===== config.mk =====
export PLATFORM = sky130hd
export DESIGN_NAME = renkon_psum_buf
export DESIGN_NICKNAME = d
export VERILOG_FILES = /design/src/rtl/renkon_psum_buf.sv
export SDC_FILE = /design/constraint.sdc
export NUM_CORES = 2
export LEC_CHECK = 0
export BUFFER_PORTS_ARGS = -buffer_cell sky130_fd_sc_hd__buf_2
export CAP_MARGIN = 20
export CELL_PAD_IN_SITES_DETAIL_PLACEMENT = 0
export CELL_PAD_IN_SITES_GLOBAL_PLACEMENT = 1
export CORE_MARGIN = 5
export CORE_UTILIZATION = 51
export CTS_CLUSTER_SIZE = 28
export DETAILED_ROUTE_END_ITERATION = 8
export GPL_ROUTABILITY_DRIVEN = 0
export PLACE_DENSITY = 0.86
export SLEW_MARGIN = 20
export SYNTH_ARGS = -nofsm -noshare
export SYNTH_HDL_FRONTEND = slang
export SYNTH_SLANG_ARGS = --single-unit

===== constraint.sdc =====
create_clock -name clk -period 4.2 [get_ports clk]
set_input_delay 0.42 -clock clk [delete_from_list [all_inputs] [get_ports clk]]
set_output_delay 0.42 -clock clk [all_outputs]
set_load 0.02 [all_outputs]

===== src/rtl/renkon_psum_buf.sv =====
// renkon_psum_buf: per-lane partial-sum store feeding sum_old and capturing sum_new for the accumulator
module renkon_psum_buf #(
    parameter int DWIDTH = 16,
    parameter int DEPTH  = 256,
    parameter int AWIDTH = 8
) (
    input  logic                     clk,
    input  logic                     xrst,
    input  logic                     start,
    input  logic                     first,
    input  logic                     last,
    input  logic [AWIDTH-1:0]        npix,
    input  logic                     in_valid,
    input  logic signed [DWIDTH-1:0] sum_new,
    output logic signed [DWIDTH-1:0] sum_old,
    output logic                     acc_reset,
    output logic                     out_en,
    output logic                     ready,
    output logic                     busy,
    output logic                     pass_done
);
    localparam int IW = (DEPTH > 1) ? $clog2(DEPTH) : 1;

    typedef enum logic [1:0] {IDLE, PREF, RUN, DONE} state_t;

    state_t                    r_state, w_next;
    logic                      r_first, r_last, r_ready, r_busy, r_pass_done;
    logic [AWIDTH-1:0]         r_npix, r_ptr;
    logic signed [DWIDTH-1:0]  r_sum_old;
    logic signed [DWIDTH-1:0]  r_mem [DEPTH];
    logic                      w_wr, w_end;
    logic [IW-1:0]             w_rd_addr;

    // next state plus write/last-position decode; read runs one address ahead of write
    always_comb begin
        w_wr      = (r_state == RUN) && in_valid;
        w_end     = w_wr && (r_ptr == r_npix - AWIDTH'(1));
        w_rd_addr = IW'(r_ptr + AWIDTH'(1));
        w_next    = r_state;
        case (r_state)
            IDLE:    w_next = (start && npix != '0) ? PREF : IDLE;
            PREF:    w_next = RUN;
            RUN:     w_next = w_end ? DONE : RUN;
            default: w_next = IDLE;
        endcase
    end

    // control state, latched pass fields, pointer and prefetched sum_old
    always_ff @(posedge clk) begin
        if (xrst) begin
            r_state     <= IDLE;
            r_first     <= 1'b0;
            r_last      <= 1'b0;
            r_npix      <= '0;
            r_ptr       <= '0;
            r_ready     <= 1'b0;
            r_busy      <= 1'b0;
            r_pass_done <= 1'b0;
            r_sum_old   <= '0;
        end else begin
            r_state     <= w_next;
            r_ready     <= (w_next == RUN);
            r_busy      <= (w_next != IDLE);
            r_pass_done <= (r_state == DONE) || (r_state == IDLE && start && npix == '0);
            if (r_state == IDLE && start) begin
                r_first <= first;
                r_last  <= last;
                r_npix  <= npix;
                r_ptr   <= '0;
            end else if (w_wr) begin
                r_ptr <= r_ptr + AWIDTH'(1);
            end
            r_sum_old <= (r_state == PREF)             ? r_mem[0] :
                         (w_wr && !w_end)              ? r_mem[w_rd_addr] :
                         (r_state == RUN && !in_valid) ? r_sum_old : '0;
        end
    end

    // partial-sum storage; contents survive reset and are stale until a first pass
    always_ff @(posedge clk) begin
        if (w_wr) r_mem[r_ptr[IW-1:0]] <= sum_new;
    end

    assign sum_old   = r_sum_old;
    assign ready     = r_ready;
    assign busy      = r_busy;
    assign pass_done = r_pass_done;
    assign acc_reset = r_first & r_ready;
    assign out_en    = r_last & r_ready & in_valid;
endmodule


==> summary.txt <==
Clk buf depth - 4
Unique masters post-synth - 73
Port Buffers - 50
I/O pins - 51
Fin crit period - 4.30 ns
CTS Buf Count - 392
Max Transition Viols Final - 0
CP Class - register to register
Initial Utilization - 0.512
Initial drt markers - 14.9k
Most common cell after layout, fill and taps aside - edfxtp_1
CTS Sinks - 4,135
Worst setup margin - -0.0951 ns
Crit. End Element - register
Req. time, crit path - 5.03 ns
CTS root buffer - clkbuf_16
Dpl hpwl - 247,000 um
Synth Net Count - 7,198
Skew final - 0.0859 ns
Setup violators final - 4
Gr ovfl total - 0
Layout area overhead - 13.4%
Fin crit share - 1.02
Layout cells sized above 1 - 0.289
Clock-pin slew on the worst setup and hold paths - 0.07 ns
DR WL/cell - 35.0 um
Finished Cell Area - 181,000 sq um
Chip Width - 570 um
CTS tree - built
Syn Area/Cell - 22.3 sq um
DRC - 0
Placed Instance Area - 168,000 sq um
Warnings, synthesis - 0
Mapped Cells - 7,159
Placed cells - 11.5k
Worst slew pin tran - 1.25 ns
Leak pwr - 55.0 nW
Worst slack, placed - -0.452 ns
FILL cells - 21.1k
Relative slew slack - 0.165
Status - finished, violations left
Max Cap Viol - 0
Final wirelength - 429,000 um
Crit path DAT - 5.12 ns
Failing checks - negative setup slack
Most frequent cells in the layout - edfxtp_1 (4,096), mux4_2 (1,079), buf_4 (512)
Die footprint - 324,000 sq um
Worst-Skew Late Latency - 0.93 ns
First-pass iteration count of the detailed router - 9
Ys async rst share - 0
CP Launch Type - register
Top FF cell, synth - edfxtp_1
Final instance count without filler cells - 12.3k
CP Max Fanout - 17
CTS H-Tree Depth - 5
Pwr per Cell Area - 456 nW/um^2
GRT Util Overall - 0.262
Worst VDD drop - 395 uV
Core box area - 312,000 sq um
FMAX - 0.233 GHz
Register area share after synthesis - 0.775
Total number of vias - 82.1k
Synth Register Bits - 4,135
Vias in the first global route - 81.7k
Fin nets - 7,835
First-pass GRT wire length - 610,000 um
Post-synth EDFFs - 4,096
Cell Rows - 205
Synthesized cell area - 160,000 sq um
Fin. Hold Viols - 0
Vias per cell - 6.70
Routed Antenna Nets - 0
Die Height - 570 um
Worst hold path type - input pin to register
Initial antenna violation count - 21
Largest net degree at the start of global routing - 141
==> layout make-up <==
type	instances	area, sq um	share of cell area
flip-flops and latches	4135	124000	0.683
multi-input cells	2602	33700	0.186
clock buffers	479	10300	0.0570
repair buffers	651	5860	0.0324
well taps	4140	5180	0.0286
clock inverters	232	2140	0.0118
inverters	14	52.6	0.000290
diodes	8	20.0	0.000111
==> registers in the layout, indices dropped and copies added (netlist names) <==
signal     count
r_first        1
r_last         1
busy           1
r_ptr          8
sum_old       16
pass_done      1
r_npix         8
ready          1
r_state        2
r_mem       4096
==> cell usage after synthesis, types with 10 or more instances <==
cell type,n,area (sq um)
a211oi_1,27,203
a21oi_1,108,541
a22o_1,36,315
a22oi_1,54,405
a311oi_1,14,123
a31oi_1,21,131
and2_1,29,181
and3_1,15,93.8
buf_1,26,97.6
buf_2,82,410
buf_4,93,698
buf_6,64,721
clkbuf_1,141,529
dfxtp_1,39,781
edfxtp_1,4096,123000
inv_1,13,48.8
mux2i_1,189,1890
mux4_2,1079,24300
nand2_1,259,972
nand3_1,68,340
nand4_1,22,138
nor2_1,348,1310
nor2b_1,10,62.6
nor3_1,21,105
nor4_1,35,219
o21ai_0,31,155
o22ai_1,75,469
or4_1,11,82.6
xnor2_1,12,105
==> through the flow <==
stage	util	power, W	TNS [ns]	hold slack (ns)
5_1_grt	0.581	0.0849	-0.0461	0.0942
2_1_floorplan	-	0.0474	0	0.432
4_1_cts	0.580	0.0828	-0.133	0.0130
3_3_place_gp	0.539	0.0486	-1.51	0.442
3_5_place_dp	0.539	0.0487	-1.81	0.451
6_report	0.581	0.0826	-0.123	0.0705
==> layer usage <==
layer | share of wire | wire length [um] | GRT usage
met1 | 0.34 | 145000 | 0.352
met2 | 0.48 | 205000 | 0.412
met3 | 0.13 | 55000 | 0.0626
met4 | 0.056 | 24100 | 0.120
met5 | 0.00023 | 100 | 0
==> report_power, final <==
group          internal, W  leakage [nW]  switching (W)
combinational     0.000856          11.8        0.00163
clock               0.0196          6.10         0.0152
sequential          0.0454          37.1      0.0000531
total               0.0658          55.0         0.0168
==> critical path, stage by stage (launching register included) <==
cell,delay (ns)
dfxtp_1,0.61
buf_4,0.25
nand3_4,0.15
xnor2_4,0.22
buf_12,0.15
buf_12,0.19
buf_4,0.29
mux4_2,0.37
o22ai_1,0.23
buf_4,0.23
a31oi_1,0.66
nand3_2,0.43
a311oi_1,0.36
==> repair_timing <==
item / 4_1_cts / 5_1_grt
resized for setup: 16 / 18
pin swaps: 0 / 2
setup endpoints to repair: 9 / 13
gates cloned: 0 / 1
hold endpoints to repair: 54 / 16
setup buffers: 0 / 2
hold buffers: 17 / 1
==> cell families after synthesis <==
kind of cell,share of synthesized area
AOI/OAI and AO/OA,0.0198
xor gates and xnor gates,0.00142
adders and majority gates,0.000705
buffers and inverters,0.0159
DFF,0.775
muxes,0.164
and+or+nand+nor,0.0231
==> final timing paths <==
check,from,end,slack [ns],cells after the start
worst min register to register,r_last$_SDFFE_PP0P_,r_last$_SDFFE_PP0P_,0.46,2
worst max register to register,r_ptr[2]$_SDFFE_PP0P_,sum_old[13]$_SDFFE_PP0P_,-0.1,12
worst max-delay path,r_ptr[2]$_SDFFE_PP0P_,sum_old[13]$_SDFFE_PP0P_,-0.1,12
worst min-delay path,sum_new[6],r_mem[170][6]$_DFFE_PP_,0.07,1
(Power assumes the default switching activity.)
